File: src/rtl/imm_gen_pkg.sv
// imm_gen_pkg: immediate-format select encodings shared by decode and control
package imm_gen_pkg;
  localparam int IMMSEL_W = 3;
  localparam logic [IMMSEL_W-1:0] IMM_I     = 3'd0;
  localparam logic [IMMSEL_W-1:0] IMM_S     = 3'd1;
  localparam logic [IMMSEL_W-1:0] IMM_B     = 3'd2;
  localparam logic [IMMSEL_W-1:0] IMM_U     = 3'd3;
  localparam logic [IMMSEL_W-1:0] IMM_J     = 3'd4;
  localparam logic [IMMSEL_W-1:0] IMM_SHAMT = 3'd5;
  localparam logic [IMMSEL_W-1:0] IMM_ZIMM  = 3'd6;
  localparam logic [IMMSEL_W-1:0] IMM_NONE  = 3'd7;
endpackage

File: src/rtl/imm_gen_core.sv
// imm_gen_core: combinational RV32I immediate extract, reassemble and extend
module imm_gen_core
  import imm_gen_pkg::*;
#(
  parameter int DWIDTH = 32
) (
  input  logic [24:0]         instruction,
  input  logic [IMMSEL_W-1:0] ImmSel,
  output logic [DWIDTH-1:0]   immediate
);
  logic        w_s;
  logic [31:0] w_imm;
  logic        w_ext;
  assign w_s = instruction[24];
  // instruction[k] holds instr[k+7]; each arm rebuilds one format's 32-bit value and its fill bit
  always_comb begin
    w_imm = '0;
    w_ext = 1'b0;
    case (ImmSel)
      IMM_I:     begin w_imm = {{20{w_s}}, instruction[24:13]}; w_ext = w_s; end
      IMM_S:     begin w_imm = {{20{w_s}}, instruction[24:18], instruction[4:0]}; w_ext = w_s; end
      IMM_B:     begin w_imm = {{19{w_s}}, w_s, instruction[0], instruction[23:18], instruction[4:1], 1'b0}; w_ext = w_s; end
      IMM_U:     begin w_imm = {instruction[24:5], 12'b0}; w_ext = w_s; end
      IMM_J:     begin w_imm = {{11{w_s}}, w_s, instruction[12:5], instruction[13], instruction[23:14], 1'b0}; w_ext = w_s; end
      IMM_SHAMT: w_imm = {27'b0, instruction[17:13]};
      IMM_ZIMM:  w_imm = {27'b0, instruction[12:8]};
      default:   w_imm = '0;
    endcase
  end
  // bits above 31 replicate the fill bit
  always_comb begin
    immediate = {DWIDTH{w_ext}};
    immediate[31:0] = w_imm;
  end
endmodule

File: src/rtl/imm_gen.sv
// imm_gen: RV32I immediate generator; IMM_GEN_REG_OUT_EN adds a 1-cycle output register
module imm_gen
  import imm_gen_pkg::*;
#(
  parameter int DWIDTH = 32
) (
  input  logic                clk,
  input  logic                rst,
  input  logic [24:0]         instruction,
  input  logic [IMMSEL_W-1:0] ImmSel,
  output logic [DWIDTH-1:0]   immediate
);
  logic [DWIDTH-1:0] w_imm;
  imm_gen_core #(.DWIDTH(DWIDTH)) u_core (
    .instruction(instruction),
    .ImmSel     (ImmSel),
    .immediate  (w_imm)
  );
`ifdef IMM_GEN_REG_OUT_EN
  logic [DWIDTH-1:0] r_imm;
  // register the immediate; reset wins over the incoming value
  always_ff @(posedge clk) begin
    if (rst) r_imm <= '0;
    else     r_imm <= w_imm;
  end
  assign immediate = r_imm;
`else
  logic w_unused;
  assign w_unused  = clk ^ rst;
  assign immediate = w_imm;
`endif
endmodule

File: config.mk
export PLATFORM = sky130hd
export DESIGN_NAME = imm_gen
export DESIGN_NICKNAME = d
export VERILOG_FILES = /design/src/rtl/imm_gen_pkg.sv /design/src/rtl/imm_gen_core.sv /design/src/rtl/imm_gen.sv
export SDC_FILE = /design/constraint.sdc
export NUM_CORES = 1
export LEC_CHECK = 0
export CORE_UTILIZATION = 30
export DETAILED_ROUTE_END_ITERATION = 8
export DONT_BUFFER_PORTS = 1
export GPL_TIMING_DRIVEN = 0
export PLACE_DENSITY = 0.42
export SLEW_MARGIN = 15
export SYNTH_ARGS = -nofsm -noshare
export SYNTH_HDL_FRONTEND = slang
export SYNTH_HIERARCHICAL = 1
export SYNTH_SLANG_ARGS = --single-unit
File: constraint.sdc
create_clock -name vclk -period 1.51
set_input_delay 0.2265 -clock vclk [all_inputs]
set_output_delay 0.2265 -clock vclk [all_outputs]
set_load 0.05 [all_outputs]
==> impl_metrics.tcl, run 1 <==
set metrics [dict create \
    antenna_found_initial 0 \
    irDropWorstVdd_mv 0.2316 \
    layout-drive-gt1-share_pct 47.06 \
    syn_area_um2 599.3 \
    synth_simple_gate_area_share_pct 27.77 \
    synth_top_area_cell "a21o_1" \
    dieArea_mm2 0.002180 \
    synth_compound_area_share_pct 52.61 \
    n_antenna_cell 0 \
    drt.antenna.violating_nets 0 \
    avgRoutedWirePerCell_um 18.40 \
    synth.area.top_cells "a21o_1 (15%), a21oi_1 (12%), nor2b_1 (7.3%), o22ai_1 (7.3%), a221o_1 (6.7%)" \
    hold-path-cell-count 1 \
    rsz0062_at_grt "yes" \
    leakage_nw 0.3068 \
    grtUsageTotal_pct 17.14 \
    dr_total_vias 696 \
    placed_area_um2 690.7 \
    grt_pass1_vias 605 \
    slew_headroom_pct 60.31 \
    drc 0 \
    syn_avg_cell_area_um2 7.051 \
    ctsHoldBuffers 0 \
    synth-xor-area-share_pct 2.714 \
    numPortBuffers 0 \
    finalSetupViolCount 0 \
    drtPass1Iterations 4 \
    critPathLaunchType "input pin" \
    status "completed" \
    cp.required_ps 1280 \
    fin_area_um2 769.5 \
    ioPinCount 62 \
    final_util_pct 42.71 \
    synth_top_family_by_area "compound AO/OA/AOI/OAI gates" \
    die_h_um 46.70 \
    dp_hpwl_um 1460 \
    synth_cells 85 \
    finalCriticalPeriod_ps 1464 \
    core_area_mm2 0.001802 \
    synth_cell_types 29 \
    fill_cells 203 \
    drt-total-wl_um 2024 \
    worst_pin_slew_ps 595.2 \
    synth-seq-area-share_pct 0 \
    rows 15 \
    drtIter0Drc 6 \
    gp_congestion 0.7593 \
    layout.area.seq_um2 0 \
    worst-endpoint-arrival_ps 1240 \
    powerDensity_mw_per_mm2 662.3 \
    initial_core_util_pct 33.26 \
    grt_pass1_wl_um 2753 \
    hold_violations 0 \
    worstSetupPathType "input pin to primary output" \
    path_max_fanout 10 \
    hold_path.class "input pin to primary output" \
    end_kind "primary output" \
    min_from "instruction[20]" \
    synthAdderAreaFrac_pct 2.296 \
    grt_max_degree 11 \
    synth_top_area_share_pct 15.03 \
    finalCritPeriodShare_pct 96.95 \
    drv_cap 0 \
    syn2layout_area_growth_pct 28.39 \
    post_drt_via_cell_ratio 6.327 \
    ctsResizeCount 8 \
    timing.setup.tns_ps 0 \
    cts_setup_buffers 0 \
    clock_buffers 0 \
    seq_cell_count 0 \
    slew_violations 0 \
    synth_fp_nets 115 \
    chipWidth_um 46.70 \
    fin_nets 117 \
    grt_overflow 0 \
    synth.mux.area_fraction_pct 1.670 \
    fmax_mhz 683.1 \
    holdPathEnd "immediate[7]" \
    ys_warn_count 6 \
]
==> area by class of cell <==
cell class                 instances  area (um2)  share of cell area (%)
multi-input combinational         73       658.1                   85.53
buffer                            10       72.57                   9.431
tap                               25       31.28                   4.065
inverter                           2       7.507                  0.9756
==> per-stage QoR <==
step | hold WS [ps] | power [mW] | instances | worst slack (ps)
after floorplan | 679.2 | 0.4399 | 85 | -43.47
after global placement | 681.2 | 0.4671 | 110 | -192.0
after detailed placement | 680.5 | 0.4691 | 110 | -189.4
after CTS | 680.5 | 0.4987 | 110 | 0.6115
after global routing | 681.2 | 0.5296 | 110 | -34.91
final | 680.1 | 0.5096 | 110 | 46.11
==> cells in the mapped netlist, drive strengths merged <==
library cell and instances:
nor3b 5, buf 8, a22oi 1, and3b 1, a22o 4, a21o 12, nor2b 10, o22ai 7
nand2 1, inv 2, a221o 4, o2bb2ai 1, and2 2, o21ai 4, nand3 1, nor3 1
nor2 1, and2b 1, clkbuf 2, xnor2 1, maj3 1, mux2i 1, a21oi 14
==> cells in the final DEF, fill, tap and decap left out, types with 2 or more instances in the layout <==
master	Yosys	final
o22ai_4	0	7
a22o_1	4	4
buf_6	3	3
buf_2	4	3
and2_1	2	2
nor2b_2	1	6
a21o_1	12	2
nor2b_1	7	2
nor2b_4	2	2
a21o_2	0	10
a221o_1	4	4
o21ai_0	4	2
nor3b_1	5	5
a21oi_1	14	14
==> cell families (layout without fill, tap and decap cells) <==
family,Yosys count,in the layout
XOR/XNOR,1,1
multiplexers,1,1
adder cells (fa/ha/maj),1,1
buffers and inverters,12,12
AND/OR/NAND/NOR,23,23
AO/OA/AOI/OAI,47,47
==> worst max-delay path: stages <==
cell	delay, ps
buf_6	120
buf_2	250
o21ai_0	180
and2_1	450
==> report_power, final <==
group / leakage [nW] / total, mW / switching [mW] / internal [mW]
combinational: 0.307 / 0.510 / 0.382 / 0.127
clock: 0 / 0 / 0 / 0
sequential: 0 / 0 / 0 / 0
==> worst max path at each step <==
stage | start | endpoint | cells after the start | slack, ps
2_1_floorplan | instruction[24] | immediate[18] | 4 | -40
3_3_place_gp | instruction[24] | immediate[18] | 4 | -190
3_5_place_dp | instruction[24] | immediate[18] | 4 | -190
4_1_cts | ImmSel[2] | immediate[14] | 5 | 0.6
5_1_grt | ImmSel[1] | immediate[31] | 4 | -30
6_report | ImmSel[1] | immediate[31] | 4 | 50
==> routing by layer <==
metal,track usage (%),up-vias,wire (um)
li1,-,329,-
met2,30.56,40,955
met4,0,0,0
met5,0,-,0
met1,23.68,327,885
met3,1.176,0,183
Note: power is estimated with default switching activity, not from simulation.
==> run 2, diff against run 1 <==
- PLACE_DENSITY: 0.42 -> 0.44
==> impl_metrics.tcl, run 2 (synthesized netlist as in run 1, its figures left out) <==
set metrics [dict create \
    grt_pass1_vias 580 \
    layout.area.seq_um2 0 \
    grt_pass1_wl_um 2573 \
    worst-endpoint-arrival_ps 1290 \
    finalWorstSetupSlack_ps -3.570 \
    status "complete, but fails checks" \
    drc 0 \
    rsz0062_at_grt "yes" \
    dp_hpwl_um 1442 \
    layout_common_cells "a21oi_1 (14), o22ai_4 (7), a21o_1 (7), nor2b_2 (6)" \
    ioPinCount 62 \
    min_from "instruction[20]" \
    hold-path-cell-count 1 \
    gp_congestion 0.7529 \
    switching_share_pct 75.45 \
    grtUsageTotal_pct 15.63 \
    chipWidth_um 46.70 \
    drv_cap 0 \
    cts_setup_buffers 0 \
    seq_cell_count 0 \
    powerDensity_mw_per_mm2 662.5 \
    n_antenna_cell 0 \
    finalCritPeriodShare_pct 100.2 \
    fill_cells 211 \
    layoutNonFillerInstCount 110 \
    fin_nets 117 \
    worstSetupPathType "input pin to primary output" \
    end_kind "primary output" \
    switchingPower_uw 380.2 \
    initial_core_util_pct 33.26 \
    p_seq_share_pct 0 \
    fmax_mhz 660.7 \
    path_max_fanout 10 \
    worst_pin_slew_ps 593.5 \
    dieArea_mm2 0.002180 \
    power.total_uw 504.0 \
    drtPass1Iterations 4 \
    layout-drive-gt1-share_pct 41.18 \
    comb_power_share_pct 100.0 \
    hold_violations 0 \
    irDropWorstVdd_mv 0.2268 \
    drt-total-wl_um 1888 \
    finalSetupViolCount 2 \
    rows 15 \
    drt-met1-wl_um 834 \
    clock_buffers 0 \
    drt.antenna.violating_nets 0 \
    die_h_um 46.70 \
    slew_violations 0 \
    hold_path.class "input pin to primary output" \
    avgRoutedWirePerCell_um 17.16 \
    grt_max_degree 11 \
    layout_commonest_cell "a21oi_1" \
    critPathLaunchType "input pin" \
    p_clk_share_pct 0 \
    violations "negative setup slack" \
    placedCellCount 110 \
    core_area_mm2 0.001802 \
    leakage_nw 0.3155 \
    dr_total_vias 673 \
    ctsHoldBuffers 0 \
    cp.required_ps 1280 \
    multi_input_area_um2 651.9 \
    top_layer_used "met3" \
    slew_headroom_pct 60.43 \
    holdPathEnd "immediate[7]" \
    syn2layout_area_growth_pct 26.93 \
    post_drt_via_cell_ratio 6.118 \
    dr_wl_met2_um 852 \
    p_int_uw 123.7 \
    grt_overflow 0 \
    routed-wl-met3_um 201 \
    numPortBuffers 0 \
    antenna_found_initial 0 \
    drtIter0Drc 11 \
    finalCriticalPeriod_ps 1514 \
]
run 2: cell count changes in the layout (fill, tap and decap cells not counted):
| cell | delta |
|---|---|
| a21o_1 | +5 |
| a21o_2 | -5 |
| buf_2 | +1 |
| clkbuf_4 | -1 |
run 2: through the flow:
stage / util, % / cell area (um2) / TNS (ps) / setup slack, ps / hold slack, ps
3_3_place_gp: 38.33 / 690.7 / -249.6 / -202.7 / 681.1
4_1_cts: 41.46 / 747.0 / 0 / 4.543 / 680.6
5_1_grt: 42.22 / 760.7 / -281.6 / -56.72 / 681.2
6_report: 42.22 / 760.7 / -3.838 / -3.570 / 680.0
2_1_floorplan: - / 659.4 / -43.47 / -43.47 / 679.2
3_5_place_dp: 38.33 / 690.7 / -284.9 / -201.7 / 680.6
run 2: routing by layer:
metal	up-vias	track usage [%]
met5	-	0
met4	0	0
met3	0	1.961
met2	40	26.11
met1	308	22.53
li1	325	-
run 2: power groups by stage:
stage	clock network, mW	logic, mW	registers [mW]
3_3_place_gp	0	0.467	0
4_1_cts	0	0.501	0
5_1_grt	0	0.524	0
6_report	0	0.504	0
3_5_place_dp	0	0.468	0
2_1_floorplan	0	0.440	0
run 2: how the worst max path moves through the flow:
stage	startpoint	slack, ps	to
floorplan	instruction[24]	-40	immediate[18]
global placement	instruction[24]	-200	immediate[18]
detailed placement	instruction[24]	-200	immediate[18]
CTS	ImmSel[2]	5	immediate[20]
global route	ImmSel[2]	-60	immediate[24]
finish	ImmSel[2]	-4	immediate[21]
run 2: cell type report:
type	instances	area share (%)
plain buffers	10	9.211
inverters	2	0.9868
multi-input cells	73	85.69
well taps	25	4.112
run 2: timing repair:
item / 4_1_cts / 5_1_grt
setup endpoints to repair: 8 / 12
resized for setup: 8 / 6
hold endpoints to repair: 0 / 0
run 2: critical path, stage by stage:
cell,delay (ps)
buf_4,150
and3b_1,260
buf_2,220
a21o_1,420
==> patch (flow settings as in run 2) <==
`DWIDTH` is set to 32 in 2 places; all go to 48.
--- a/src/rtl/imm_gen_core.sv
+++ b/src/rtl/imm_gen_core.sv
@@ -2,7 +2,7 @@
 module imm_gen_core
   import imm_gen_pkg::*;
 #(
-  parameter int DWIDTH = 32
+  parameter int DWIDTH = 48
 ) (
   input  logic [24:0]         instruction,
   input  logic [IMMSEL_W-1:0] ImmSel,
--- a/src/rtl/imm_gen.sv
+++ b/src/rtl/imm_gen.sv
@@ -2,7 +2,7 @@
 module imm_gen
   import imm_gen_pkg::*;
 #(
-  parameter int DWIDTH = 32
+  parameter int DWIDTH = 48
 ) (
   input  logic                clk,
   input  logic                rst,
Ports: changed (resized immediate); port bits go from 62 to 78. No check against the original RTL was run, so the function may have changed too.
==> patch against run 2 <==
The flow still finishes with violations (setup timing); synthesized area is 21% higher; worst setup slack worse by 0.015 ns; critical path depth up 1; synthesized cell count rose by 20%; cell area up 15%; wire length increased by 18%; total power is 28% higher; largest power group unchanged.
==> patch: results (changes against run 2) <==
.. list-table::
   :header-rows: 1

   * - Metric
     - Value
   * - Result of the run
     - finished, violations left (unchanged)
   * - Violations in the final reports
     - setup timing (unchanged)
   * - Layout cell share with drive strength beyond 1
     - 58.25% (was 41.18%)
   * - Synth area leader
     - buf_4 (was a21o_1)
   * - Net Count, Synth
     - 132 (was 115)
   * - Placement Cell Area
     - 822.0 sq um (was 690.7 sq um)
   * - Aggregate global-route resource usage
     - 15.62% (was 15.63%)
   * - Global-route wire length before repair
     - 3.229 mm (was 2.573 mm)
   * - Total Nets Final
     - 135 (was 117)
   * - Final setup violation count
     - 5 (was 2)
   * - Delay of the slowest cell on the worst path
     - 0.48 ns (was 0.42 ns)
   * - Final worst setup slack
     - -0.01834 ns (was -0.003570 ns)
   * - Cell family contributing the most delay on the critical path
     - compound AO/OA/AOI/OAI gates (unchanged)
   * - Most used standard cells in the synthesized netlist
     - buf_4, a21oi_1, a21o_1 (was a21oi_1, a21o_1, nor2b_1, o22ai_1, nor3b_1)
   * - Via count of the first global-routing pass
     - 681 (was 580)
   * - Wire length per cell after detailed routing
     - 17.02 um (was 17.16 um)
   * - Sequential cell count of the final layout
     - 0 (unchanged)
   * - Number of antenna repair diodes
     - 0 (unchanged)
   * - Post-Place Setup Slack
     - -0.2205 ns (was -0.2017 ns)
   * - Synth warnings
     - 6 (unchanged)
   * - Path type of the worst min-delay path
     - in2out (unchanged)
   * - Number of buffers added on ports
     - 0 (unchanged)
   * - Vias per Instance
     - 5.733 (was 6.118)
   * - Worst-case vdd ir drop
     - 0.0002966 V (was 0.0002268 V)
   * - Last weighted congestion value of the routability-driven placer
     - 0.7266 (was 0.7529)
   * - Full die area
     - 0.002620 sq mm (was 0.002180 sq mm)
   * - Antenna violations before repair
     - 0 (unchanged)
   * - Layout clock buffers
     - 0 (unchanged)
   * - Maximum number of pins on one net before global-route repair
     - 17 (was 11)
   * - HPWL Detailed
     - 1.628 mm (was 1.442 mm)
   * - DRC violation total after the first TritonRoute iteration
     - 13 (was 11)
   * - Number of pins exceeding their max-slew limit in the final report
     - 0 (unchanged)
   * - Tightest Pin Transition
     - 0.5955 ns (was 0.5935 ns)
   * - Sequential share of the synthesized area
     - 0% (unchanged)
   * - Static leakage
     - 0.3974 nW (was 0.3155 nW)
   * - Maximum fanout encountered on the critical timing path
     - 10 (unchanged)
   * - Largest cells by area after synthesis
     - buf_4, a21o_1, a21oi_1 (was a21o_1, a21oi_1, nor2b_1)
   * - Slowest cell on the critical path
     - o22ai_2 (was a21o_1)
   * - Distinct cell type count of the synthesized netlist
     - 29 (unchanged)
   * - Count of TritonRoute iterations in the first routing pass
     - 4 (unchanged)
==> patch: changes by cell type after synthesis, sizes merged <==
cell	change
buf	+16
and2	+1
==> patch: worst paths after layout <==
kind / startpoint / to / slack, ns / cells after the start
max: ImmSel[2] / immediate[17] / -0.02 / 5
min: instruction[19] / immediate[6] / 0.68 / 1
==> patch: kinds of logic after synthesis <==
logic type                 after synthesis  synth area share [%]
adders and majority gates                1                 1.896
AOI/OAI and AO/OA                       47                 43.45
buffers and inverters                   28                 27.24
and+or+nand+nor                         24                 23.79
xor gates and xnor gates                 1                 2.242
muxes                                    1                 1.379
==> patch: power by group <==
group	switching, mW	internal [mW]	leakage [nW]	total, mW
clock	0	0	0	0
sequential	0	0	0	0
combinational	0.488	0.156	0.397	0.644
==> patch: layer usage <==
| layer | routed length, um | GRT usage (%) | part of all wire (%) |
|---|---|---|---|
| met1 | 909 | 17.89 | 41 |
| met2 | 1109 | 30.04 | 50 |
| met3 | 211 | 3.571 | 9.5 |
| met4 | 0 | 0.9259 | 0 |
| met5 | 0 | 0 | 0 |
==> patch: final cells by class <==
cell class	instances	area [sq um]
tap	28	35.03
buffer	26	190.2
inverter	2	7.507
multi-input combinational	75	641.9
fill	243	1380
==> patch: what timing repair did <==
item                                    4_1_cts  5_1_grt
hold buffers                                  0        0
endpoints found under the setup margin       34       24
pin swaps                                     1        0
resized for setup                            13        5
buffers inserted                              0        0
gates cloned                                  0        1
==> patch: metrics by stage <==
| stage | util (%) | total power [mW] | setup TNS, ns | instances |
|---|---|---|---|---|
| final | 38.79 | 0.6438 | -0.07629 | 131 |
| after global routing | 38.79 | 0.6709 | -0.7940 | 131 |
| after CTS | 37.57 | 0.6357 | -0.1186 | 130 |
| after detailed placement | 36.46 | 0.6222 | -1.543 | 130 |
| after global placement | 36.46 | 0.6188 | -1.117 | 130 |
| after floorplan | - | 0.5881 | -0.04347 | 102 |
